==> src/rtl/ctrl_seq_if.sv <==
// Control bundle between fetch/datapath (master) and the ctrl_seq sequencer (slave).
interface ctrl_seq_if #(
    parameter int unsigned OP_W = 3
);
    logic            Start;
    logic [OP_W-1:0] Op;
    logic            Zero;
    logic [1:0]      WriteSrc;
    logic            ALUOp;
    logic            MemWrite;
    logic            BranchEn;
    logic            RegWrite;
    logic            SwapSel;
    logic            Stall;
    logic            Flush;
    logic            Illegal;
    logic [15:0]     InstrCnt;
    logic [15:0]     StallCnt;

    modport master (
        output Start, Op, Zero,
        input  WriteSrc, ALUOp, MemWrite, BranchEn, RegWrite, SwapSel, Stall, Flush, Illegal,
        input  InstrCnt, StallCnt
    );

    modport slave (
        input  Start, Op, Zero,
        output WriteSrc, ALUOp, MemWrite, BranchEn, RegWrite, SwapSel, Stall, Flush, Illegal,
        output InstrCnt, StallCnt
    );
endinterface

==> src/rtl/ctrl_seq.sv <==
// Multi-cycle control sequencer: opcode decode plus load-wait, swap and branch-flush states.
// Define CTRL_SEQ_PERF_EN to build the saturating InstrCnt/StallCnt performance counters.
module ctrl_seq #(
    parameter int unsigned OP_W    = 3,
    parameter int unsigned MEM_LAT = 2
) (
    input  logic       Clk,
    input  logic       Reset,
    ctrl_seq_if.slave  ctrl_io
);

    typedef enum logic [2:0] {
        StIdle,
        StDecode,
        StLoadWait,
        StSwap2,
        StBFlush
    } state_e;

    localparam logic [3:0] LoadInit = 4'(MEM_LAT - 1);

    state_e     state_q, state_d;
    logic [3:0] cnt_q, cnt_d;
    logic       illegal_q, illegal_d;

    logic [1:0] write_src;
    logic       alu_op, mem_write, branch_en, reg_write, swap_sel, stall, flush;

    logic       op_illegal;
    logic [2:0] op_lo;

    // Zero-extend so the compare is well formed for every OP_W, including 3.
    assign op_illegal = (32'(ctrl_io.Op) > 32'd7);
    assign op_lo      = ctrl_io.Op[2:0];

    always_comb begin
        state_d   = state_q;
        cnt_d     = cnt_q;
        illegal_d = illegal_q;
        write_src = 2'b11;
        alu_op    = 1'b0;
        mem_write = 1'b0;
        branch_en = 1'b0;
        reg_write = 1'b0;
        swap_sel  = 1'b0;
        stall     = 1'b0;
        flush     = 1'b0;

        unique case (state_q)
            StIdle: begin
                stall = 1'b1;
                if (ctrl_io.Start) state_d = StDecode;
            end
            StDecode: begin
                if (op_illegal) begin
                    illegal_d = 1'b1;
                end else begin
                    unique case (op_lo)
                        3'b000: begin
                            write_src = 2'b00;
                            reg_write = 1'b1;
                        end
                        3'b001: begin
                            write_src = 2'b00;
                            alu_op    = 1'b1;
                            reg_write = 1'b1;
                        end
                        3'b010: begin
                            write_src = 2'b01;
                            stall     = 1'b1;
                            cnt_d     = LoadInit;
                            state_d   = StLoadWait;
                        end
                        3'b011: mem_write = 1'b1;
                        3'b100: begin
                            write_src = 2'b10;
                            reg_write = 1'b1;
                        end
                        3'b101: begin
                            alu_op    = 1'b1;
                            branch_en = ctrl_io.Zero;
                            if (ctrl_io.Zero) state_d = StBFlush;
                        end
                        3'b110: begin
                            reg_write = 1'b1;
                            stall     = 1'b1;
                            state_d   = StSwap2;
                        end
                        3'b111: reg_write = 1'b1;
                    endcase
                end
            end
            StLoadWait: begin
                write_src = 2'b01;
                if (cnt_q != 4'd0) begin
                    stall = 1'b1;
                    cnt_d = cnt_q - 4'd1;
                end else begin
                    reg_write = 1'b1;
                    state_d   = StDecode;
                end
            end
            StSwap2: begin
                reg_write = 1'b1;
                swap_sel  = 1'b1;
                state_d   = StDecode;
            end
            StBFlush: begin
                flush   = 1'b1;
                state_d = StDecode;
            end
            default: state_d = StIdle;
        endcase
    end

    always_ff @(posedge Clk) begin
        if (!Reset) begin
            state_q   <= StIdle;
            cnt_q     <= 4'd0;
            illegal_q <= 1'b0;
        end else begin
            state_q   <= state_d;
            cnt_q     <= cnt_d;
            illegal_q <= illegal_d;
        end
    end

    assign ctrl_io.WriteSrc = write_src;
    assign ctrl_io.ALUOp    = alu_op;
    assign ctrl_io.MemWrite = mem_write;
    assign ctrl_io.BranchEn = branch_en;
    assign ctrl_io.RegWrite = reg_write;
    assign ctrl_io.SwapSel  = swap_sel;
    assign ctrl_io.Stall    = stall;
    assign ctrl_io.Flush    = flush;
    assign ctrl_io.Illegal  = illegal_q;

`ifdef CTRL_SEQ_PERF_EN
    logic [15:0] instr_cnt_q, instr_cnt_d;
    logic [15:0] stall_cnt_q, stall_cnt_d;
    logic        retire, stall_evt;

    // Lwd and swp leave DECODE without retiring; their final cycle retires instead.
    assign retire = ((state_q == StDecode) && ((state_d == StDecode) || (state_d == StBFlush)))
                 || ((state_q == StLoadWait) && (cnt_q == 4'd0))
                 || (state_q == StSwap2);
    assign stall_evt = stall && (state_q != StIdle);

    always_comb begin
        instr_cnt_d = instr_cnt_q;
        stall_cnt_d = stall_cnt_q;
        if (retire && (instr_cnt_q != 16'hFFFF)) instr_cnt_d = instr_cnt_q + 16'd1;
        if (stall_evt && (stall_cnt_q != 16'hFFFF)) stall_cnt_d = stall_cnt_q + 16'd1;
    end

    always_ff @(posedge Clk) begin
        if (!Reset) begin
            instr_cnt_q <= 16'd0;
            stall_cnt_q <= 16'd0;
        end else begin
            instr_cnt_q <= instr_cnt_d;
            stall_cnt_q <= stall_cnt_d;
        end
    end

    assign ctrl_io.InstrCnt = instr_cnt_q;
    assign ctrl_io.StallCnt = stall_cnt_q;
`else
    assign ctrl_io.InstrCnt = 16'd0;
    assign ctrl_io.StallCnt = 16'd0;
`endif

endmodule

==> src/flat_wrapper.sv <==
// flat-port wrapper written by rule: the top's interface ports become plain ports
module ctrl_seq_flat 
#(
    parameter int unsigned OP_W    = 3,
    parameter int unsigned MEM_LAT = 2
)
  (Clk, Reset, ctrl_io_Start, ctrl_io_Op, ctrl_io_Zero, ctrl_io_WriteSrc, ctrl_io_ALUOp, ctrl_io_MemWrite, ctrl_io_BranchEn, ctrl_io_RegWrite, ctrl_io_SwapSel, ctrl_io_Stall, ctrl_io_Flush, ctrl_io_Illegal, ctrl_io_InstrCnt, ctrl_io_StallCnt);
  ctrl_seq_if #(.OP_W(OP_W)) ctrl_io_i ();
  input  logic Clk;
  input  logic Reset;
  input wire logic [$bits(ctrl_io_i.Start)-1:0] ctrl_io_Start;
  input wire logic [$bits(ctrl_io_i.Op)-1:0] ctrl_io_Op;
  input wire logic [$bits(ctrl_io_i.Zero)-1:0] ctrl_io_Zero;
  output wire logic [$bits(ctrl_io_i.WriteSrc)-1:0] ctrl_io_WriteSrc;
  output wire logic [$bits(ctrl_io_i.ALUOp)-1:0] ctrl_io_ALUOp;
  output wire logic [$bits(ctrl_io_i.MemWrite)-1:0] ctrl_io_MemWrite;
  output wire logic [$bits(ctrl_io_i.BranchEn)-1:0] ctrl_io_BranchEn;
  output wire logic [$bits(ctrl_io_i.RegWrite)-1:0] ctrl_io_RegWrite;
  output wire logic [$bits(ctrl_io_i.SwapSel)-1:0] ctrl_io_SwapSel;
  output wire logic [$bits(ctrl_io_i.Stall)-1:0] ctrl_io_Stall;
  output wire logic [$bits(ctrl_io_i.Flush)-1:0] ctrl_io_Flush;
  output wire logic [$bits(ctrl_io_i.Illegal)-1:0] ctrl_io_Illegal;
  output wire logic [$bits(ctrl_io_i.InstrCnt)-1:0] ctrl_io_InstrCnt;
  output wire logic [$bits(ctrl_io_i.StallCnt)-1:0] ctrl_io_StallCnt;
  assign ctrl_io_i.Start = ctrl_io_Start;
  assign ctrl_io_i.Op = ctrl_io_Op;
  assign ctrl_io_i.Zero = ctrl_io_Zero;
  assign ctrl_io_WriteSrc = ctrl_io_i.WriteSrc;
  assign ctrl_io_ALUOp = ctrl_io_i.ALUOp;
  assign ctrl_io_MemWrite = ctrl_io_i.MemWrite;
  assign ctrl_io_BranchEn = ctrl_io_i.BranchEn;
  assign ctrl_io_RegWrite = ctrl_io_i.RegWrite;
  assign ctrl_io_SwapSel = ctrl_io_i.SwapSel;
  assign ctrl_io_Stall = ctrl_io_i.Stall;
  assign ctrl_io_Flush = ctrl_io_i.Flush;
  assign ctrl_io_Illegal = ctrl_io_i.Illegal;
  assign ctrl_io_InstrCnt = ctrl_io_i.InstrCnt;
  assign ctrl_io_StallCnt = ctrl_io_i.StallCnt;
  ctrl_seq #(.OP_W(OP_W), .MEM_LAT(MEM_LAT)) u_core (.Clk(Clk), .Reset(Reset), .ctrl_io(ctrl_io_i));
endmodule
==> config.mk <==
export PLATFORM = sky130hd
export DESIGN_NAME = ctrl_seq_flat
export DESIGN_NICKNAME = d
export VERILOG_FILES = /design/src/rtl/ctrl_seq_if.sv /design/src/rtl/ctrl_seq.sv /design/src/flat_wrapper.sv
export SDC_FILE = /design/constraint.sdc
export NUM_CORES = 1
export LEC_CHECK = 0
export BUFFER_PORTS_ARGS = -buffer_cell sky130_fd_sc_hd__buf_2
export CORE_MARGIN = 1.5
export CORE_UTILIZATION = 45
export DETAILED_ROUTE_END_ITERATION = 6
export GPL_ROUTABILITY_DRIVEN = 0
export GPL_TIMING_DRIVEN = 0
export HOLD_SLACK_MARGIN = 0.03
export PLACE_DENSITY = 0.91
export SLEW_MARGIN = 20
export SYNTH_ARGS = -nofsm -noshare
export SYNTH_HDL_FRONTEND = slang
export SYNTH_SLANG_ARGS = --single-unit
==> constraint.sdc <==
create_clock -name Clk -period 4.98 [get_ports Clk]
set_input_delay 0.249 -clock Clk [delete_from_list [all_inputs] [get_ports Clk]]
set_output_delay 0.249 -clock Clk [all_outputs]
set_load 0.02 [all_outputs]
==> results of run 1 <==
-- worst max-delay path, cell delays in order (launching register included) --
cell	delay, ns
dfxtp_1	0.30
buf_2	0.17
or3b_1	0.35
buf_2	0.17
or3b_2	0.43
buf_2	0.17
-- sequential cells by signal, indices dropped and copies added, names as in the netlist --
name and cells:
u_core.cnt_q 4, u_core.state_q 3
-- where the power goes --
group / leakage [nW] / switching [mW] / internal [mW]
sequential: 0.0568 / 0.000556 / 0.0574
combinational: 0.503 / 0.0428 / 0.0299
clock: 0.0150 / 0.0208 / 0.0306
-- stage by stage --
step,setup slack [ns],cells,utilization
2_1_floorplan,3.090,128,-
3_3_place_gp,3.156,159,0.6323
3_5_place_dp,3.103,159,0.6323
4_1_cts,2.887,163,0.6494
5_1_grt,2.758,163,0.6494
6_report,2.893,163,0.6494
-- synthesized netlist by cell type --
cell | n | share of area
or3_1 | 1 | 0.0082
a2111oi_0 | 1 | 0.012
and3_1 | 1 | 0.0082
mux2i_1 | 1 | 0.013
conb_1 | 1 | 0.0049
nor3b_1 | 3 | 0.030
a21oi_1 | 4 | 0.026
o21a_1 | 1 | 0.0099
or3b_2 | 1 | 0.012
buf_6 | 1 | 0.015
nand4b_1 | 1 | 0.012
nor4bb_1 | 1 | 0.013
o22ai_1 | 1 | 0.0082
o211ai_1 | 1 | 0.0099
and3b_1 | 1 | 0.012
and2b_1 | 1 | 0.0099
a211o_1 | 1 | 0.012
nor3_1 | 2 | 0.013
o22a_1 | 2 | 0.023
or2_2 | 1 | 0.0082
inv_1 | 3 | 0.015
a21boi_1 | 1 | 0.0099
buf_4 | 33 | 0.33
o21ai_0 | 4 | 0.026
or3b_1 | 3 | 0.035
dfxtp_1 | 7 | 0.18
nor2_1 | 3 | 0.015
nand2b_1 | 1 | 0.0082
buf_2 | 3 | 0.020
or4_1 | 1 | 0.0099
nand2_1 | 3 | 0.015
and2_1 | 2 | 0.016
ha_1 | 2 | 0.033
nor2b_1 | 2 | 0.016
o41ai_1 | 1 | 0.012
-- path summary, 6_finish.rpt --
path                                   from                              to  slack (ns)  depth (start not counted)
max          u_core.state_q[0]$_SDFFE_PN0P_             ctrl_io_WriteSrc[0]        2.89                          5
min                                   Reset  u_core.state_q[0]$_SDFFE_PN0P_        0.28                          3
max reg2reg  u_core.state_q[0]$_SDFFE_PN0P_    u_core.cnt_q[3]$_SDFFE_PN0P_        3.08                          6
min reg2reg    u_core.cnt_q[3]$_SDFFE_PN0P_    u_core.cnt_q[3]$_SDFFE_PN0P_        0.51                          2
-- routing by layer --
metal,part of all wire,vias to the layer above
met5,0,-
met4,0,0
met3,0.093,0
met2,0.52,26
met1,0.39,282
li1,-,367
-- area by class of cell --
| class | count | area (um^2) |
|---|---|---|
| clock buffers | 4 | 26.28 |
| fillers | 161 | 540.5 |
| well taps | 16 | 20.02 |
| multi-input cells | 81 | 454.2 |
| plain buffers | 37 | 274.0 |
| flip-flops and latches | 7 | 140.1 |
| repair buffers | 15 | 75.07 |
| inverters | 3 | 11.26 |
-- cells by family (layout without fill, tap and decap cells) --
| logic type | after synthesis | count (layout) | share of synthesized area |
|---|---|---|---|
| flops | 7 | 7 | 0.1845 |
| compound gates | 17 | 17 | 0.1483 |
| simple gates | 28 | 28 | 0.2406 |
| buf+inv | 40 | 59 | 0.3756 |
| mux | 1 | 1 | 0.01318 |
| other cells | 1 | 33 | 0.004938 |
| fa+ha+maj | 2 | 2 | 0.03294 |
==> flow_metrics.env, run 1 <==
export IMPL_start_util=0.4927
export IMPL_worst_pin_slew_ns=0.6154
export IMPL_fp_dieArea_um2=1943
export IMPL_critical_path_class="flop to output port"
export IMPL_rsz0062_at_grt="no"
export IMPL_leakagePower_nw=0.5747
export IMPL_place_area_um2=974.7
export IMPL_status="complete, no violations"
export IMPL_drtIter0Drc=12
export IMPL_track_usage=0.1464
export IMPL_setup_viol=0
export IMPL_powerDensity_nw_per_um2=181.9
export IMPL_crit_path_start_kind="flop"
export IMPL_fin_area_um2=1001
export IMPL_p_total_mw=0.1821
export IMPL_syn_to_final_growth_pct=31.80
export IMPL_ant_nets=0
export IMPL_final_hold_viol_count=0
export IMPL_drcViolationCount=0
export IMPL_die_h_um=44.08
export IMPL_drt_first_pass_iters=2
export IMPL_drive_above_1_share=0.3878
export IMPL_arrival_ns=1.84
export IMPL_numPortBuffers=15
export IMPL_clock_sinks=7
export IMPL_ctsRootBufferMaster="clkbuf_4"
export IMPL_netlist_area_um2=759.5
export IMPL_max_freq_mhz=479.1
export IMPL_post_cts_resized=0
export IMPL_hpwl_um=1168
export IMPL_yosysSeqAreaShare=0.1845
export IMPL_met2_usage=0.2529
export IMPL_cts_max_level=1
export IMPL_antenna_found_initial=0
export IMPL_critPathMaxFanout=9
export IMPL_ys_types=35
export IMPL_relSlewSlack=0.5888
export IMPL_io_pins=49
export IMPL_vias=675
export IMPL_std_cell_rows=14
export IMPL_postCtsSetupRepairBufs=0
export IMPL_fin_nets=157
export IMPL_final_cell_mix="buf_4 (33), conb_1 (33), buf_2 (18)"
export IMPL_drv_cap=0
export IMPL_fp_coreArea_um2=1541
export IMPL_skew_ns=0.003883
export IMPL_wl_um=1415
export IMPL_use_met1=0.1637
export IMPL_numCtsBuffers=3
export IMPL_max_vdd_ir_drop_mv=0.1917
export IMPL_cts_path_max_buffers=2
export IMPL_setup_tns_ns=0
export IMPL_use_met3=0.06531
export IMPL_hold_path_class="primary input to flop"
export IMPL_clock_latency_ns=0.25
export IMPL_clk_pin_slew_worst_paths_ns=0.05
export IMPL_vias_per_cell=4.141
export IMPL_slew_violations=0
export IMPL_antenna_cells=0
export IMPL_wire_per_inst_um=8.681
export IMPL_first_global_vias=516
export IMPL_synthCells=96
export IMPL_cts_hold_buf=0
export IMPL_required_ns=4.73
export IMPL_grt_max_degree=11
export IMPL_cts_tree="done"
export IMPL_yosys_warnings=0
export IMPL_fin_hold_ws_ns=0.2829
export IMPL_syn_avg_cell_area_um2=7.911
export IMPL_dieWidth_um=44.08
export IMPL_synth_seq_cells=7
export IMPL_grt_pass1_wl_um=2104
export IMPL_endpoint_kind="output port"
export IMPL_finalCriticalPeriod_ns=2.087
export IMPL_grt_busiest_layer="met2"
export IMPL_grt_overflow=0
export IMPL_fin_crit_sh=0.4192
Power figures use the tool's default switching activity.
==> run 2, diff against run 1 <==
--- a/config.mk
+++ b/config.mk
@@ -7,12 +7,12 @@
 export LEC_CHECK = 0
 export BUFFER_PORTS_ARGS = -buffer_cell sky130_fd_sc_hd__buf_2
 export CORE_MARGIN = 1.5
-export CORE_UTILIZATION = 45
+export CORE_UTILIZATION = 37
 export DETAILED_ROUTE_END_ITERATION = 6
 export GPL_ROUTABILITY_DRIVEN = 0
 export GPL_TIMING_DRIVEN = 0
 export HOLD_SLACK_MARGIN = 0.03
-export PLACE_DENSITY = 0.91
+export PLACE_DENSITY = 0.8
 export SLEW_MARGIN = 20
 export SYNTH_ARGS = -nofsm -noshare
 export SYNTH_HDL_FRONTEND = slang
==> constraint.sdc (replaced) <==
create_clock -name Clk -period 1.8 [get_ports Clk]
set_input_delay 0.09 -clock Clk [delete_from_list [all_inputs] [get_ports Clk]]
set_output_delay 0.09 -clock Clk [all_outputs]
set_load 0.02 [all_outputs]
==> run 2 against run 1 <==
- critical path depth did not move
- worst setup slack got worse by 2.9 ns
- power rose to 3.0 times the previous value
- clock power increased to 2.7 times the previous value
- critical path type unchanged
- die area is 20% higher
- clock skew about the same
==> flow_metrics.env, run 2 (synthesized netlist as in run 1, its figures left out) <==
export IMPL_critPathMaxFanout=6
export IMPL_stdcell_count=183
export IMPL_r2r_start="u_core.state_q[0]$_SDFFE_PN0P_"
export IMPL_drv_cap=0
export IMPL_numCtsBuffers=3
export IMPL_final_cell_mix="buf_4 (41), conb_1 (33), buf_2 (13)"
export IMPL_reg2reg_to="u_core.cnt_q[3]$_SDFFE_PN0P_"
export IMPL_track_usage=0.1564
export IMPL_io_pins=49
export IMPL_vias=763
export IMPL_leakagePower_nw=0.6382
export IMPL_fp_dieArea_um2=2333
export IMPL_crit_path_start_kind="flop"
export IMPL_arrival_ns=1.67
export IMPL_vias_per_cell=4.169
export IMPL_clock_sinks=7
export IMPL_rsz0062_at_grt="yes"
export IMPL_slew_violations=0
export IMPL_cts_tree="done"
export IMPL_grt_overflow=0
export IMPL_numPortBuffers=15
export IMPL_drtIter0Drc=24
export IMPL_max_vdd_ir_drop_mv=0.3668
export IMPL_cts_max_level=1
export IMPL_cts_path_max_buffers=2
export IMPL_setup_viol=0
export IMPL_fin_nets=166
export IMPL_fp_coreArea_um2=1942
export IMPL_drt_first_pass_iters=5
export IMPL_final_hold_viol_count=0
export IMPL_first_global_vias=703
export IMPL_std_cell_rows=16
export IMPL_powerDensity_nw_per_um2=469.8
export IMPL_hold_path_class="primary input to flop"
export IMPL_endpoint_kind="output port"
export IMPL_finalCriticalPeriod_ns=1.762
export IMPL_skew_ns=0.004326
export IMPL_max_freq_mhz=567.6
export IMPL_largest_reg_flops=4
export IMPL_syn_to_final_growth_pct=52.39
export IMPL_antenna_cells=0
export IMPL_drcViolationCount=0
export IMPL_grt_pass1_wl_um=2877
export IMPL_required_ns=1.71
export IMPL_p_total_mw=0.5437
export IMPL_dp_cells=170
export IMPL_clk_pin_slew_worst_paths_ns=0.05
export IMPL_regMostFlops="u_core.cnt_q"
export IMPL_ctsRootBufferMaster="clkbuf_4"
export IMPL_final_common_cell="buf_4"
export IMPL_die_h_um=48.31
export IMPL_hpwl_um=1127
export IMPL_r2r_setup_slack_ns=0.05
export IMPL_worstHoldStart="Reset"
export IMPL_grt_max_degree=9
export IMPL_wire_per_inst_um=9.667
export IMPL_ant_nets=0
export IMPL_clock_latency_ns=0.25
export IMPL_start_util=0.3911
export IMPL_hold_path_end="u_core.state_q[1]$_SDFFE_PN0P_"
export IMPL_wl_um=1769
export IMPL_critical_path_class="flop to output port"
export IMPL_status="complete, no violations"
export IMPL_dieWidth_um=48.31
export IMPL_antenna_found_initial=0
export IMPL_fin_crit_sh=0.9788
export IMPL_worstHoldPathCells=2
export IMPL_reg2regPathDepth=6
export IMPL_top_regs="u_core.cnt_q: 4 flops, u_core.state_q: 3 flops"
export IMPL_drive_above_1_share=0.4679
==> run 2: cell count changes in the layout (fill, tap and decap cells not counted), sizes merged <==
cell / before / now
buf: 52 / 61
==> run 2: worst max path at each step <==
| stage | from | endpoint |
|---|---|---|
| after global placement | u_core.state_q[0]$_SDFFE_PN0P_ | u_core.cnt_q[3]$_SDFFE_PN0P_ |
| after CTS | u_core.state_q[1]$_SDFFE_PN0P_ | ctrl_io_BranchEn |
| after detailed placement | u_core.state_q[0]$_SDFFE_PN0P_ | u_core.cnt_q[3]$_SDFFE_PN0P_ |
| after global routing | u_core.state_q[0]$_SDFFE_PN0P_ | ctrl_io_WriteSrc[1] |
| final | u_core.state_q[1]$_SDFFE_PN0P_ | ctrl_io_WriteSrc[0] |
| after floorplan | u_core.state_q[0]$_SDFFE_PN0P_ | u_core.cnt_q[3]$_SDFFE_PN0P_ |
==> run 2: where the power goes <==
part	switching (mW)	internal [mW]	total (mW)
Sequential	0.00210	0.160	0.162
Clock	0.0538	0.0843	0.138
Combinational	0.134	0.110	0.244
==> run 2: routing by layer <==
metal,vias to the layer above,GRT usage,wire (um)
met3,4,0.07099,172
met1,329,0.1692,667
met5,-,0,0
met4,0,0.04762,23
met2,48,0.2731,906
li1,382,-,-
==> run 2: layout make-up <==
type,count,area (um^2)
plain buffers,37,292.8
clock buffers,4,26.28
fillers,181,784.5
inverters,3,11.26
multi-input cells,81,490.5
flip-flops and latches,7,143.9
well taps,27,33.78
repair buffers,24,158.9
==> run 2: metrics by stage <==
step                      setup slack, ns  hold slack (ns)  area [um^2]  TNS [ns]    util
after CTS                         0.01067           0.1037         1121         0  0.5773
final                             0.03810           0.1115         1157         0  0.5960
after global placement           -0.02552           0.3793        988.4  -0.02552  0.5090
after floorplan                   0.04635           0.2075        879.6         0       -
after global routing             -0.01453           0.1145         1157  -0.01912  0.5960
after detailed placement         -0.06936           0.3813        988.4  -0.06936  0.5090
==> run 2: repair_timing <==
action,4_1_cts,5_1_grt
setup endpoints to repair,4,6
setup buffers,9,0
gates cloned,0,0
resized for setup,13,9
hold buffers,0,0
pin swaps,4,2
hold endpoints to repair,0,0
==> run 2: worst max-delay path, stage by stage (launching register included) <==
cell and delay [ns]:
dfxtp_2 0.31, buf_6 0.11, or3b_4 0.36, buf_6 0.14, or3b_4 0.36, buf_6 0.14
